File: src/rtl/pipelined_adder_pkg.sv
// pipelined_adder_pkg
//   Shared helpers for the pipelined adder:
//     chunk_width  - bits handled by each pipeline stage (WIDTH / STAGES)
//     params_legal - WIDTH/STAGES legality, used for an elaboration check
//     full_add     - one full-adder cell, returns {carry, sum}
package pipelined_adder_pkg;

    function automatic int chunk_width(input int width, input int stages);
        return (stages >= 1) ? (width / stages) : 1;
    endfunction

    function automatic bit params_legal(input int width, input int stages);
        return (width >= 1) && (stages >= 1) && (stages <= width) &&
               ((width % stages) == 0);
    endfunction

    function automatic logic [1:0] full_add(input logic x, input logic y, input logic c);
        return {(x & y) | (c & (x ^ y)), x ^ y ^ c};
    endfunction

endpackage

File: src/rtl/pipelined_adder_slice.sv
// adder_slice
//   CHUNK-bit ripple-carry adder built from full-adder cells. One instance
//   per pipeline stage.
//   Ports:
//     a, b  in  CHUNK  operand chunks
//     cin   in  1      carry into bit 0
//     sum   out CHUNK  chunk sum
//     cout  out 1      carry out of the top bit
module adder_slice
    import pipelined_adder_pkg::*;
#(
    parameter int CHUNK = 4
) (
    input  logic [CHUNK-1:0] a,
    input  logic [CHUNK-1:0] b,
    input  logic             cin,
    output logic [CHUNK-1:0] sum,
    output logic             cout
);

    logic [CHUNK:0] carry;

    assign carry[0] = cin;

    for (genvar i = 0; i < CHUNK; i++) begin : g_fa
        assign {carry[i+1], sum[i]} = full_add(a[i], b[i], carry[i]);
    end

    assign cout = carry[CHUNK];

endmodule

File: src/rtl/pipelined_adder.sv
// pipelined_adder
//   Add/subtract split into STAGES chunk-wide stages. Stage k adds operand
//   chunk k (LSB chunk first) with the registered carry of stage k-1. The
//   untouched upper operand chunks travel forward in skew registers and the
//   finished lower sum chunks travel forward in de-skew registers, so sum,
//   cout and ovf all leave the last stage together, STAGES cycles after
//   acceptance.
//
//   Handshake: an input is accepted on a rising edge where in_valid && in_ready;
//   a result is consumed on a rising edge where out_valid && out_ready.
//   stall = out_valid && !out_ready freezes every register (data and valid
//   bits) and drops in_ready; with out_valid=0 out_ready is ignored, so a
//   bubble at the output never blocks the pipe.
//
//   Ports:
//     clk, rst         clock, asynchronous active-high reset
//     in_valid/in_ready input handshake
//     a, b             operands (WIDTH)
//     cin              carry-in, add only
//     sub              0 = a + b + cin, 1 = a - b
//     out_valid/out_ready output handshake
//     sum, cout, ovf   result, carry-out (no-borrow on sub), signed overflow
module pipelined_adder
    import pipelined_adder_pkg::*;
#(
    parameter int WIDTH  = 8,
    parameter int STAGES = 2
) (
    input  logic             clk,
    input  logic             rst,
    input  logic             in_valid,
    output logic             in_ready,
    input  logic [WIDTH-1:0] a,
    input  logic [WIDTH-1:0] b,
    input  logic             cin,
    input  logic             sub,
    output logic             out_valid,
    input  logic             out_ready,
    output logic [WIDTH-1:0] sum,
    output logic             cout,
    output logic             ovf
);

    localparam int CHUNK = chunk_width(WIDTH, STAGES);
    localparam int LAST  = STAGES - 1;

    if (!params_legal(WIDTH, STAGES)) begin : g_illegal
        $error("pipelined_adder: illegal WIDTH=%0d STAGES=%0d", WIDTH, STAGES);
    end

    // Stage registers (index = stage that produced them)
    logic             v_q [STAGES];
    logic [WIDTH-1:0] a_q [STAGES];
    logic [WIDTH-1:0] b_q [STAGES];
    logic [WIDTH-1:0] s_q [STAGES];
    logic             c_q [STAGES];
    logic             ovf_q;

    // Stage inputs and next-state values
    logic             st_v  [STAGES];
    logic [WIDTH-1:0] st_a  [STAGES];
    logic [WIDTH-1:0] st_b  [STAGES];
    logic [WIDTH-1:0] st_s  [STAGES];
    logic             st_c  [STAGES];
    logic [WIDTH-1:0] nxt_s [STAGES];
    logic             nxt_c [STAGES];

    logic stall;

    assign stall    = v_q[LAST] && !out_ready;
    assign in_ready = !stall;

    for (genvar k = 0; k < STAGES; k++) begin : g_stage
        logic [CHUNK-1:0] chunk_sum;

        if (k == 0) begin : g_first
            // Subtraction is a + ~b + 1: invert b here and force carry-in.
            assign st_v[k] = in_valid;
            assign st_a[k] = a;
            assign st_b[k] = sub ? ~b : b;
            assign st_s[k] = '0;
            assign st_c[k] = sub | cin;
        end else begin : g_next
            assign st_v[k] = v_q[k-1];
            assign st_a[k] = a_q[k-1];
            assign st_b[k] = b_q[k-1];
            assign st_s[k] = s_q[k-1];
            assign st_c[k] = c_q[k-1];
        end

        adder_slice #(
            .CHUNK (CHUNK)
        ) u_slice (
            .a    (st_a[k][k*CHUNK +: CHUNK]),
            .b    (st_b[k][k*CHUNK +: CHUNK]),
            .cin  (st_c[k]),
            .sum  (chunk_sum),
            .cout (nxt_c[k])
        );

        // Sum bits at chunk k and above are still zero on entry, so the new
        // chunk can simply be OR-ed into place.
        assign nxt_s[k] = st_s[k] | (WIDTH'(chunk_sum) << (k * CHUNK));
    end

    always_ff @(posedge clk or posedge rst) begin
        if (rst) begin
            for (int k = 0; k < STAGES; k++) begin
                v_q[k] <= 1'b0;
                a_q[k] <= '0;
                b_q[k] <= '0;
                s_q[k] <= '0;
                c_q[k] <= 1'b0;
            end
            ovf_q <= 1'b0;
        end else if (!stall) begin
            for (int k = 0; k < STAGES; k++) begin
                v_q[k] <= st_v[k];
                a_q[k] <= st_a[k];
                b_q[k] <= st_b[k];
                s_q[k] <= nxt_s[k];
                c_q[k] <= nxt_c[k];
            end
            // Overflow: effective operands agree in sign but the sum does not.
            ovf_q <= (st_a[LAST][WIDTH-1] == st_b[LAST][WIDTH-1]) &&
                     (nxt_s[LAST][WIDTH-1] != st_a[LAST][WIDTH-1]);
        end
    end

    assign out_valid = v_q[LAST];
    assign sum       = s_q[LAST];
    assign cout      = c_q[LAST];
    assign ovf       = ovf_q;

endmodule

File: config.mk
export PLATFORM = sky130hd
export DESIGN_NAME = pipelined_adder
export DESIGN_NICKNAME = d
export VERILOG_FILES = /design/src/rtl/pipelined_adder_pkg.sv /design/src/rtl/pipelined_adder_slice.sv /design/src/rtl/pipelined_adder.sv
export SDC_FILE = /design/constraint.sdc
export NUM_CORES = 1
export LEC_CHECK = 0
export BUFFER_PORTS_ARGS = -buffer_cell sky130_fd_sc_hd__buf_2
export CAP_MARGIN = 20
export CORE_MARGIN = 5
export CORE_UTILIZATION = 52
export DETAILED_ROUTE_END_ITERATION = 16
export GPL_TIMING_DRIVEN = 0
export PLACE_DENSITY = 0.79
export SLEW_MARGIN = 10
export SYNTH_ARGS = -nofsm -noshare
export SYNTH_HDL_FRONTEND = slang
export SYNTH_HIERARCHICAL = 1
export SYNTH_SLANG_ARGS = --single-unit
File: constraint.sdc
create_clock -name clk -period 2.9 [get_ports clk]
set_input_delay 0.58 -clock clk [delete_from_list [all_inputs] [get_ports clk]]
set_output_delay 0.58 -clock clk [all_outputs]
set_load 0.01 [all_outputs]
==> flow_metrics.tcl <==
set metrics [dict create \
    tightest_slew_ns 0.897 \
    synthCells 96 \
    fin_nets 163 \
    num-fill-cells 203 \
    crit_buf_inv 4 \
    antenna_found_initial 0 \
    drc_errors 0 \
    fin_area_mm2 0.00155 \
    drt_iter0_drc 4 \
    postPlaceCellArea_mm2 0.00152 \
    rrSetupSlack_ns 0.20 \
    setup_tns_ns 0 \
    cts_hold_buf 0 \
    hold_path_class "input port to asynchronous set/reset pin" \
    setup_viol 0 \
    placement_rows 18 \
    yosysTopAreaCellShare_pct 47.2 \
    initial_core_util_pct 54.0 \
    grt_first_pass_wirelength_um 3670 \
    die_h_um 60.5 \
    p_per_area_mw_per_mm2 667 \
    yosysWarnings 6 \
    grt_use_total_pct 13.5 \
    synth_top_area_cell "dfrtp_1" \
    fin_skew_ns 0.00379 \
    critical_path_class "register to register" \
    max_cap_violations 0 \
    ios 34 \
    startpoint_type "register" \
    vdd_drop_max_mv 0.415 \
    first_pass_iters 2 \
    finalPower_mw 1.03 \
    slew_viol_final 0 \
    cts_made_buffers 3 \
    antenna-diode-count 0 \
    clock-sinks 25 \
    end_kind "register" \
    hold_viol 0 \
    ys_ff_latch 25 \
    p_leak_nw 0.807 \
    core_area_mm2 0.00245 \
    crit_required_ns 3.15 \
    wl_met3_um 109 \
    min_period_ns 2.70 \
    ant_nets 0 \
    post-route-period-util_pct 93.1 \
    syn_area_per_cell_um2 13.8 \
    io_buffers 32 \
    area_growth_pct 16.9 \
    layout_common_cells "buf_2, dfrtp_1, inv_1" \
    crit_chain "inv_1, fa_1, inv_1, fa_1, fa_1, inv_1, fa_1, inv_1, or3b_2, a31oi_1" \
    grt_overflow 0 \
    layout_commonest_cell "buf_2" \
    fmax_mhz 370 \
    design.die.area_mm2 0.00366 \
    grt_start_max_net_pins 26 \
    synth.distinct_cells 17 \
    ctsResizeCount 0 \
    wl_per_cell_um 12.5 \
    met1_length_um 836 \
    max-slew-margin-rel_pct 40.2 \
    cts_setup_buffers 0 \
    cts.root.buffer_cell "clkbuf_4" \
    die_w_um 60.5 \
    synth_area_mm2 0.00133 \
    gp_congestion 0.734 \
    avgViaCountPerCell 4.66 \
    outcome "finished, final reports clean" \
    critPathMaxStageDelay_ns 0.44 \
    cts_max_path_buffers 2 \
    rsz0062_at_grt "false" \
    crit_fanout 3 \
    cts_tree "done" \
    critPathSlowestCell "or3b_2" \
    wl_um 2030 \
    grt_pass1_vias 872 \
    drive_above_1_share_pct 49.2 \
    top_layer "met4" \
    synthesis.nets 126 \
    wl_met2_um 1040 \
    route.vias.total 755 \
    critical_path.top_delay_family "adder cells" \
    critPathArrivalTime_ns 2.95 \
    htreeDepth 1 \
    clkTransAtPathRegs_ns 0.13 \
    insertion_delay_ns 0.31 \
    place.detailed.hpwl_um 1640 \
    seq_area_frac_synth_pct 47.2 \
    yosys-top-cells-area "dfrtp_1, fa_1, mux2_4, mux2_2, inv_1" \
]
## cell type report
type / count / area (um2) / share of cell area, %
Multi-Input combinational cell: 46 / 583 / 37.6
Buffer: 3 / 31.3 / 2.02
Timing Repair Buffer: 32 / 160 / 10.3
Tap cell: 30 / 37.5 / 2.42
Inverter: 22 / 85.1 / 5.49
Clock buffer: 4 / 26.3 / 1.70
Sequential cell: 25 / 626 / 40.4
## power breakdown
group          total [mW]  internal (mW)  switching, mW
Combinational       0.374          0.214          0.160
Clock               0.154         0.0538          0.100
Sequential          0.505          0.450         0.0555
## synthesized netlist by cell type
| library cell | instances |
|---|---|
| a31oi_1 | 1 |
| buf_2 | 1 |
| buf_6 | 1 |
| buf_8 | 1 |
| dfrtp_1 | 25 |
| fa_1 | 8 |
| inv_1 | 21 |
| inv_4 | 1 |
| mux2_2 | 13 |
| mux2_4 | 10 |
| nand2b_1 | 1 |
| nand3b_1 | 1 |
| nor2b_4 | 1 |
| nor3b_1 | 1 |
| or2_2 | 1 |
| or3b_2 | 1 |
| xor2_1 | 8 |
## metal layers
layer  GRT usage, %  vias to the layer above
met5              0                        -
met3           1.70                        4
li1               -                      366
met1           16.6                      363
met2           23.9                       22
met4           5.57                        0
## state kept, by name, indices dropped and copies added, names as in the netlist
signal,flops
c_q,1
ovf,1
b_q,4
cout,1
sum,8
st_v,1
a_q,4
out_valid,1
s_q,4
## through the flow
step | hold slack (ns) | instances | utilization (%) | setup WS [ns]
floorplan | 0.430 | 96 | - | 0.182
global placement | 0.445 | 158 | 62.0 | 0.0764
detailed placement | 0.463 | 158 | 62.0 | 0.0184
CTS | 0.466 | 162 | 63.1 | 0.172
global route | 0.474 | 162 | 63.1 | 0.00528
finish | 0.436 | 162 | 63.1 | 0.199
## worst paths after layout
path	from	cells after the start	end
max in group asynchronous	rst	2	sum[6]
hold reg to reg	st_v[0]	1	out_valid
setup / recovery	a_q[12]	10	ovf
min in group clk	a[7]	2	a_q[15]
setup reg to reg	a_q[12]	10	ovf
hold / removal	rst	2	sum[1]
## cells by family (layout without fill, tap and decap cells)
family | after synthesis | in the layout | synth area share (%)
AND/OR/NAND/NOR | 6 | 6 | 3.78
multiplexers | 23 | 23 | 22.4
buffers and inverters | 25 | 61 | 8.78
XOR/XNOR | 8 | 8 | 5.29
flip-flops | 25 | 25 | 47.2
adder cells (fa/ha/maj) | 8 | 8 | 12.1
AO/OA/AOI/OAI | 1 | 1 | 0.472
Note: power is estimated with default switching activity, not from simulation.
